$ cat src/rtl/ag_pkg.sv
// Shared helpers for the ag_* access-pattern generators: word type, width mask,
// base checkerboard pattern and the per-index checkerboard word.
package ag_pkg;

  localparam int unsigned AG_MAX_WIDTH = 256;

  typedef logic [AG_MAX_WIDTH-1:0] ag_word_t;

  function automatic ag_word_t ag_width_mask(int unsigned width);
    ag_word_t m;
    m = '0;
    for (int unsigned i = 0; i < AG_MAX_WIDTH; i++) begin
      if (i < width) m[i] = 1'b1;
    end
    return m;
  endfunction

  // Base pattern P: even bit positions set, odd clear, limited to the word width.
  function automatic ag_word_t ag_base_pattern(int unsigned width);
    ag_word_t p;
    p = '0;
    for (int unsigned i = 0; i < AG_MAX_WIDTH; i++) begin
      if ((i < width) && (i[0] == 1'b0)) p[i] = 1'b1;
    end
    return p;
  endfunction

  function automatic ag_word_t checker_word(int unsigned width, int unsigned k, logic invert);
    ag_word_t w;
    w = ag_base_pattern(width);
    if (k[0] ^ invert) w = ~w & ag_width_mask(width);
    return w;
  endfunction

endpackage

$ cat src/rtl/ag_checkerboard.sv
// Checkerboard write-pattern generator: LENGTH words alternating P / ~P, then sticky finished_o.
// Defining AG_CHECKERBOARD_INDEX_OUT_EN adds the wr_idx_o word-index output.
module ag_checkerboard
  import ag_pkg::*;
#(
  parameter int unsigned WIDTH         = 8,
  parameter int unsigned LENGTH        = 16,
  parameter int unsigned INVERT_VALUES = 0
) (
  input  logic             clk_i,
  input  logic             arst_n_i,
  input  logic             enbl_i,
  output logic [WIDTH-1:0] wr_data_o,
  output logic             wr_enbl_o,
`ifdef AG_CHECKERBOARD_INDEX_OUT_EN
  output logic [((LENGTH > 1) ? $clog2(LENGTH) : 1)-1:0] wr_idx_o,
`endif
  output logic             finished_o
);

  localparam int unsigned CNT_W = $clog2(LENGTH + 1);

  // Only two distinct words exist, so they are fixed at elaboration and chosen by cnt parity.
  localparam ag_word_t         EVEN_FULL = checker_word(WIDTH, 0, INVERT_VALUES != 0);
  localparam ag_word_t         ODD_FULL  = checker_word(WIDTH, 1, INVERT_VALUES != 0);
  localparam logic [WIDTH-1:0] EVEN_WORD = EVEN_FULL[WIDTH-1:0];
  localparam logic [WIDTH-1:0] ODD_WORD  = ODD_FULL[WIDTH-1:0];
  localparam logic [CNT_W-1:0] CNT_LAST  = CNT_W'(LENGTH);

  logic [CNT_W-1:0] cnt_q, cnt_d;
  logic [WIDTH-1:0] data_q, data_d;
  logic             wr_enbl_q, wr_enbl_d;
  logic             finished_q, finished_d;

`ifdef AG_CHECKERBOARD_INDEX_OUT_EN
  localparam int unsigned IDX_W = (LENGTH > 1) ? $clog2(LENGTH) : 1;
  logic [IDX_W-1:0] idx_q, idx_d;
`endif

  always_comb begin
    cnt_d      = cnt_q;
    data_d     = data_q;
    wr_enbl_d  = 1'b0;
    finished_d = finished_q;
`ifdef AG_CHECKERBOARD_INDEX_OUT_EN
    idx_d      = idx_q;
`endif
    if (cnt_q == CNT_LAST) begin
      finished_d = 1'b1;
    end else if (enbl_i) begin
      data_d    = cnt_q[0] ? ODD_WORD : EVEN_WORD;
      wr_enbl_d = 1'b1;
      cnt_d     = cnt_q + CNT_W'(1);
`ifdef AG_CHECKERBOARD_INDEX_OUT_EN
      idx_d     = IDX_W'(cnt_q);
`endif
    end
  end

  always_ff @(posedge clk_i or negedge arst_n_i) begin
    if (!arst_n_i) begin
      cnt_q      <= '0;
      data_q     <= '0;
      wr_enbl_q  <= 1'b0;
      finished_q <= 1'b0;
`ifdef AG_CHECKERBOARD_INDEX_OUT_EN
      idx_q      <= '0;
`endif
    end else begin
      cnt_q      <= cnt_d;
      data_q     <= data_d;
      wr_enbl_q  <= wr_enbl_d;
      finished_q <= finished_d;
`ifdef AG_CHECKERBOARD_INDEX_OUT_EN
      idx_q      <= idx_d;
`endif
    end
  end

  assign wr_data_o  = data_q;
  assign wr_enbl_o  = wr_enbl_q;
  assign finished_o = finished_q;
`ifdef AG_CHECKERBOARD_INDEX_OUT_EN
  assign wr_idx_o   = idx_q;
`endif

endmodule

$ cat config.mk
export PLATFORM = sky130hd
export DESIGN_NAME = ag_checkerboard
export DESIGN_NICKNAME = d
export VERILOG_FILES = /design/src/rtl/ag_pkg.sv /design/src/rtl/ag_checkerboard.sv
export SDC_FILE = /design/constraint.sdc
export NUM_CORES = 1
export LEC_CHECK = 0
export ABC_AREA = 1
export CAP_MARGIN = 20
export CORE_AREA = 3 3 40 42
export DETAILED_ROUTE_END_ITERATION = 12
export DIE_AREA = 0 0 43 45
export SLEW_MARGIN = 20
export SYNTH_ARGS = -nofsm -noshare
export SYNTH_HDL_FRONTEND = slang
export SYNTH_SLANG_ARGS = --single-unit
$ cat constraint.sdc
create_clock -name clk_i -period 2.9 [get_ports clk_i]
set_clock_uncertainty 0.1 [all_clocks]
set_input_delay 0.725 -clock clk_i [delete_from_list [all_inputs] [get_ports clk_i]]
set_output_delay 0.725 -clock clk_i [all_outputs]
set_load 0.05 [all_outputs]
### Word level (Yosys, flattened, before mapping)

Index checks and enable logic that the tools add are counted.

| storage, ports and cells | value |
|---|---|
| output and inout bits | 10 |
| bits of input ports | 3 |
| word-level logic and storage cells | 11 |
| register bits after elaboration | 15 |

| operators by class | value |
|---|---|
| bitwise operators | 1 |
| add/sub/neg operators | 1 |
| multiplexer cells | 3 |
| equal/unequal tests | 1 |
| reduce and logical (&&, ||, !) cells | 1 |

Operators by type and width:

| operator | number |
|---|---|
| two-way mux 8 bit | 1 |
| adder 5 x 1 -> 5 bit, second input constant | 1 |
| == test 5 bit, second input constant | 1 |
| two-way mux 1 bit | 2 |
| AND reduction 2 bit | 1 |
| NOT 1 bit | 1 |

### Longest topological paths before layout

Gate-level depths: netlist of run 1.

| logic depth | value |
|---|---|
| word-level depth | 3 |
| mapped depth | 8 |
| depth with buffers taken out | 8 |

### Least setup slack after synthesis of run 1

No wires, ideal clock.

| timing | value |
|---|---|
| kind | register -> output |
| start point | register wr_data_o[5] (netlist name) |
| end point | output wr_data_o[3] |
| stages on the path, launching flop included | 2 |
| data required time | 2.075 ns |
| arrival | 0.940 ns |
| path slack | 1.135 ns |
| path buffers | 1 |
| path through | dfrtp_1 > buf_4 |

RTL lines:

| element | line | text |
|---|---|---|
| to (decl) | ag_checkerboard.sv:13 | `output logic [WIDTH-1:0] wr_data_o,` |

==> results.md, run 1 <==
- Status: complete, no violations
- Reg2reg setup slack: 1.43 ns
- CP bufs+invs: 1
- Starting Density: 35.0%
- First-pass GRT wire length: 1370 µm
- Crit Path Class: register to primary output
- GRT Overall Usage: 10.2%
- # DRC: 0
- Post-CTS sizing: 0
- Post-synthesis mux area share: 0%
- Ant diodes: 0
- Synth Area in Compound Gates: 1.95%
- Synthesized area: 449 µm²
- Fin. max-slew vios: 0
- Reg2Reg Depth: 8
- Area of the multi-input gates: 166 µm²
- Gr ovfl total: 0
- Setup_tns: 0 ns
- Crit end category: primary output
- Crit-path max FO: 10
- Sequential Area: 200 µm²
- Number of DRC markers in iteration 0: 3
- Dpl hpwl: 604 µm
- Simple-Gate Fraction of Synth Area: 27.6%
- RSZ-0062 raised after global routing: false
- Switching share of power: 51.2%
- Setup WS pre-CTS: 0.745 ns
- Slew at the pin closest to its max-slew limit: 0.496 ns
- Max cap viols: 0
- Flop pwr share: 30.5%
- Crit path time final: 2.43 ns
- WP depth: 1
- Met2 wire len: 365 µm
- Crit-path cells: clkdlybuf4s50_1
- DR WL met3: 63 µm
- Vias in the first global route: 310
- Final Setup Violations: 0
- Avg Inst Size Synth: 8.17 µm²
- Root buffer cell: clkbuf_4
- NumNets Final: 70
- Via count: 336
- Post-route ant nets: 0
- CTS Buffer Depth: 2
- Hold buffers post-CTS: 0
- Top routing layer in use: met4
- Area Overhead vs Synth: 24.2%
- GP Congestion: 0.722
- Yosys Warn Count: 0
- Critical path startpoint category: register
- Die height: 45 µm
- Worst-Skew Late Latency: 0.25 ns
- Number of CTS-inserted buffers: 3
- Peak supply drop: 0.000372 V
- Sequential share of the synthesized area: 44.6%
- Die footprint: 1940 µm²
- Clock Sink Count: 8
- Worst-path clk slew: 0.05 ns
- Largest net degree at the start of global routing: 11
- IO Pins: 13
- Library cells used by synthesis: 11
- CTS tree: done
- Largest family of logic cells by synthesized area: simple AND/OR/NAND/NOR gates
- First-pass detailed-route iteration total: 4
- Share of layout cells above drive strength 1: 11.1%
- Drt wl/cell: 9.88 µm
- # Post-CTS Setup Buffers: 0
- Comb power frac: 57.2%
- M1 WL: 327 µm
- R2R Path Start: cnt_q[0]
- CP required: 2.08 ns
- PwrDens: 1220 nW/µm²
- Slew margin rel.: 66.9%
- DR vias/cell: 4.31
- Post-Syn Instances: 55
- Period utilization: 83.7%
- Clock Power Share: 12.3%
- Worst Setup SP: cnt_q[0]
- Core area: 1280 µm²
- Leak: 0.287 nW
- End of the critical path: wr_data_o[2]
- Final worst slack: 0.473 ns
- Min-Delay Path Class: register to register
- Initial antenna violation count: 0
- Row count: 13
- Total power: 0.678 mW
- Chip Width: 43 µm
- Cell Int Power: 0.331 mW
- CTS H-tree depth: 1
- CP max stage delay: 0.86 ns
- Post-synthesis xor/xnor area fraction: 1.95%
- Routed WL: 771 µm
- Yosys reg bits: 8
- I/O Buffers: 12
- Final Hold Viols: 0
- Synth Area in Adders: 5.57%
- Psw: 0.348 mW
- Crit path max-delay family: buffers and inverters
- # fillers: 142
- Critical path arrival: 1.60 ns
- RR Endpoint: cnt_q[3]
- Slowest library cell on the worst path: clkdlybuf4s50_1
- Top achievable clock speed: 412 MHz
- Syn Nets: 60
-- routing by layer --
| layer | up-vias | global-route usage (%) |
|---|---|---|
| met1 | 147 | 11.3 |
| met2 | 9 | 14.7 |
| met5 | - | 0 |
| met4 | 0 | 7.23 |
| met3 | 2 | 5.98 |
| li1 | 178 | - |
-- power by group through the flow --
stage / Clock, mW / Combinational (mW) / Sequential (mW)
2_1_floorplan: 0 / 0.278 / 0.249
3_3_place_gp: 0 / 0.391 / 0.208
3_5_place_dp: 0 / 0.393 / 0.209
4_1_cts: 0.0878 / 0.394 / 0.207
5_1_grt: 0.0963 / 0.419 / 0.218
6_report: 0.0837 / 0.388 / 0.207
-- flip-flops by register name (all words and copies together), names as in the netlist --
name / count
wr_enbl_o: 1
cnt_q: 5
finished_o: 1
wr_data_o: 1
-- cells by family (layout without fill, tap and decap cells) --
family	after synthesis	after routing
and+or+nand+nor	28	28
buffers and inverters	15	23
DFF	8	8
adders and majority gates	2	2
AOI/OAI and AO/OA	1	1
xor gates and xnor gates	1	1
-- synth_stat cells --
master / count / area, µm²
nand2_1: 18 / 67.6
dfrtp_1: 8 / 200
inv_1: 8 / 30.0
buf_4: 7 / 52.6
nand3_1: 5 / 25.0
ha_1: 2 / 25.0
nand2_2: 2 / 12.5
nand4_1: 2 / 12.5
a21oi_2: 1 / 8.76
nor2_2: 1 / 6.26
xnor2_1: 1 / 8.76
-- layout make-up --
type	count	area share [%]
Sequential cell	8	35.9
Multi-Input combinational cell	32	29.8
Timing Repair Buffer	12	21.5
Inverter	8	5.38
Clock buffer	3	4.04
Tap cell	15	3.36
-- layout by cell type, fill, tap and decap left out --
| cell type | count |
|---|---|
| nor2_2 | 1 |
| clkbuf_4 | 3 |
| nand2_1 | 18 |
| nand3_1 | 5 |
| nand2_2 | 2 |
| clkdlybuf4s50_1 | 12 |
| a21oi_2 | 1 |
| nand4_1 | 2 |
| dfrtp_1 | 8 |
| xnor2_1 | 1 |
| ha_1 | 2 |
| inv_1 | 8 |
-- worst min path at each step --
stage,from,end,slack (ns),cells after the start
floorplan,arst_n_i,cnt_q[0],0.33,0
global placement,finished_o,finished_o,0.35,2
detailed placement,finished_o,finished_o,0.36,2
CTS,finished_o,finished_o,0.38,2
global route,cnt_q[4],cnt_q[4],0.40,1
finish,finished_o,finished_o,0.37,2
-- worst min-delay path, cell delays in order, from the launching register on --
cell and delay, ns:
dfrtp_1 0.34, inv_1 0.04, nand2_1 0.05
-- stage by stage --
step                utilization (%)  hold WS [ns]  cell area [µm²]  instances
finish                         43.4         0.371              558         78
global route                   43.4         0.396              558         78
CTS                            43.4         0.376              558         78
detailed placement             41.7         0.362              536         75
global placement               41.7         0.354              536         75
floorplan                         -         0.329              449         55
Power figures use the tool's default switching activity.
==> run 2, diff against run 1 <==
Clock period 2.9 ns to 2.15 ns, I/O delays scaled along.
==> run 2 against run 1 <==
Register-to-register slack got worse by 0.78 ns. Flip-flop and latch count unchanged. Sequential power increased by 37%. Critical path depth unchanged. Hold slack improved by 0.0022 ns. Worst setup slack got worse by 0.31 ns. Non-clock buffer count unchanged. Die area unchanged. Global-route usage decreased by 1.5 points. Sequential share of layout area increased by 1.5 points.
==> results.md, run 2 (synthesis results as in run 1) <==
- Status: complete, no violations
- Most flop-heavy register: cnt_q
- Top achievable clock speed: 503 MHz
- Sequential Area: 200 µm²
- Clock Power Share: 12.6%
- Worst-Skew Late Latency: 0.25 ns
- Crit-path cells: clkdlybuf4s50_1
- Hold path startpoint: finished_o
- Dpl hpwl: 582 µm
- Critical path arrival: 1.35 ns
- I/O Buffers: 12
- Crit end category: primary output
- Max cap viols: 0
- IO Pins: 13
- Cell Int Power: 0.422 mW
- Setup WS pre-CTS: 0.420 ns
- CTS H-tree depth: 1
- Slew margin rel.: 67.4%
- Drt wl/cell: 9.99 µm
- Most frequent cells in the layout: nand2_1, buf_4, inv_1, dfrtp_1, nand3_1
- Starting Density: 35.0%
- Commonest non-fill, non-tap cell in the layout: nand2_1
- Final Hold Viols: 0
- # Post-CTS Setup Buffers: 0
- Final worst slack: 0.160 ns
- NumNets Final: 70
- GRT Overall Usage: 8.72%
- Flop pwr share: 31.5%
- Crit-path max FO: 1
- Crit path time final: 1.99 ns
- First-pass detailed-route iteration total: 3
- Psw: 0.476 mW
- Core area: 1280 µm²
- Number of CTS-inserted buffers: 3
- Worst-path clk slew: 0.06 ns
- Fin. max-slew vios: 0
- Switching share of power: 53.0%
- CTS Buffer Depth: 2
- Setup_tns: 0 ns
- Leak: 0.297 nW
- Share of layout cells above drive strength 1: 25.4%
- Post-route insts no fill: 78
- GP Congestion: 0.780
- # fillers: 139
- DR vias/cell: 4.36
- Row count: 13
- Crit Path Class: register to primary output
- Via count: 340
- Largest net degree at the start of global routing: 11
- Peak supply drop: 0.000454 V
- Clock Sink Count: 8
- Final Setup Violations: 0
- Die height: 45 µm
- Area Overhead vs Synth: 19.2%
- Die footprint: 1940 µm²
- Largest register FFs: 5
- Period utilization: 92.6%
- PwrDens: 1680 nW/µm²
- WHS: 0.373 ns
- Gr ovfl total: 0
- Post-CTS sizing: 0
- Post-route ant nets: 0
- Root buffer cell: clkbuf_4
- # DRC: 0
- DP Cell Count: 75
- Min-Delay Path Class: register to register
- CP bufs+invs: 1
- Hold buffers post-CTS: 0
- Comb power frac: 55.9%
- R2R Path Start: cnt_q[0]
- Area of the multi-input gates: 166 µm²
- Chip Width: 43 µm
- Routed WL: 779 µm
- CP required: 1.51 ns
- Ant diodes: 0
- Slew at the pin closest to its max-slew limit: 0.487 ns
- CTS tree: done
- Initial antenna violation count: 0
- Slowest library cell on the worst path: clkdlybuf4s50_1
- RSZ-0062 raised after global routing: false
- Worst Setup SP: wr_enbl_o
- Critical path startpoint category: register
- Vias in the first global route: 261
- CP max stage delay: 0.79 ns
- Number of DRC markers in iteration 0: 7
- Crit path max-delay family: buffers and inverters
- First-pass GRT wire length: 1170 µm
[run 2: worst reg2reg max path, cell delays in order (launching register included)]
cell and delay, ns:
dfrtp_1 0.51, inv_1 0.11, ha_1 0.20, nand2_1 0.06, inv_1 0.06, nand2_2 0.11, nand2_2 0.11, nand2_1 0.08
nand2_1 0.05
[run 2: cell type report]
type                    count  share of cell area [%]
well taps                  15                    3.50
clock buffers               3                    4.21
inverters                   8                    5.61
repair buffers             12                    18.2
multi-input cells          32                    31.1
flip-flops and latches      8                    37.4
[run 2: path summary, 6_finish.rpt]
check                              to  slack, ns  depth (start not counted)
max                         wr_enbl_o       0.16                          1
min                        finished_o       0.37                          2
max reg2reg                  cnt_q[2]       0.65                          8
min reg2reg                finished_o       0.37                          2
max in group asynchronous    cnt_q[1]       1.22                          1
min in group asynchronous    cnt_q[3]       0.47                          1
[run 2: routing by layer]
layer | wire (µm) | track usage [%] | vias to the layer above
met3 | 44 | 5.98 | 2
met4 | 6 | 1.81 | 0
met5 | 0 | 0 | -
met1 | 378 | 10.3 | 149
li1 | - | - | 183
met2 | 350 | 13.2 | 6
[run 2: through the flow]
step / instance area [µm²] / power, mW / util [%]
after floorplan: 449 / 0.710 / -
after global placement: 513 / 0.787 / 39.9
after detailed placement: 513 / 0.790 / 39.9
after CTS: 536 / 0.909 / 41.7
after global routing: 536 / 0.965 / 41.7
final: 536 / 0.899 / 41.7
[run 2: power groups by stage]
stage          combinational, mW  clock (mW)  sequential [mW]
6_report                   0.503       0.113            0.283
5_1_grt                    0.540       0.132            0.293
4_1_cts                    0.506       0.120            0.283
3_5_place_dp               0.505           0            0.285
3_3_place_gp               0.503           0            0.285
2_1_floorplan              0.375           0            0.336
==> run 3, diff against run 2 <==
Settings changed: CAP_MARGIN 20 to 5.
==> results of run 3 <==
The final DEF is identical to that of run 2; final timing and power are the same.
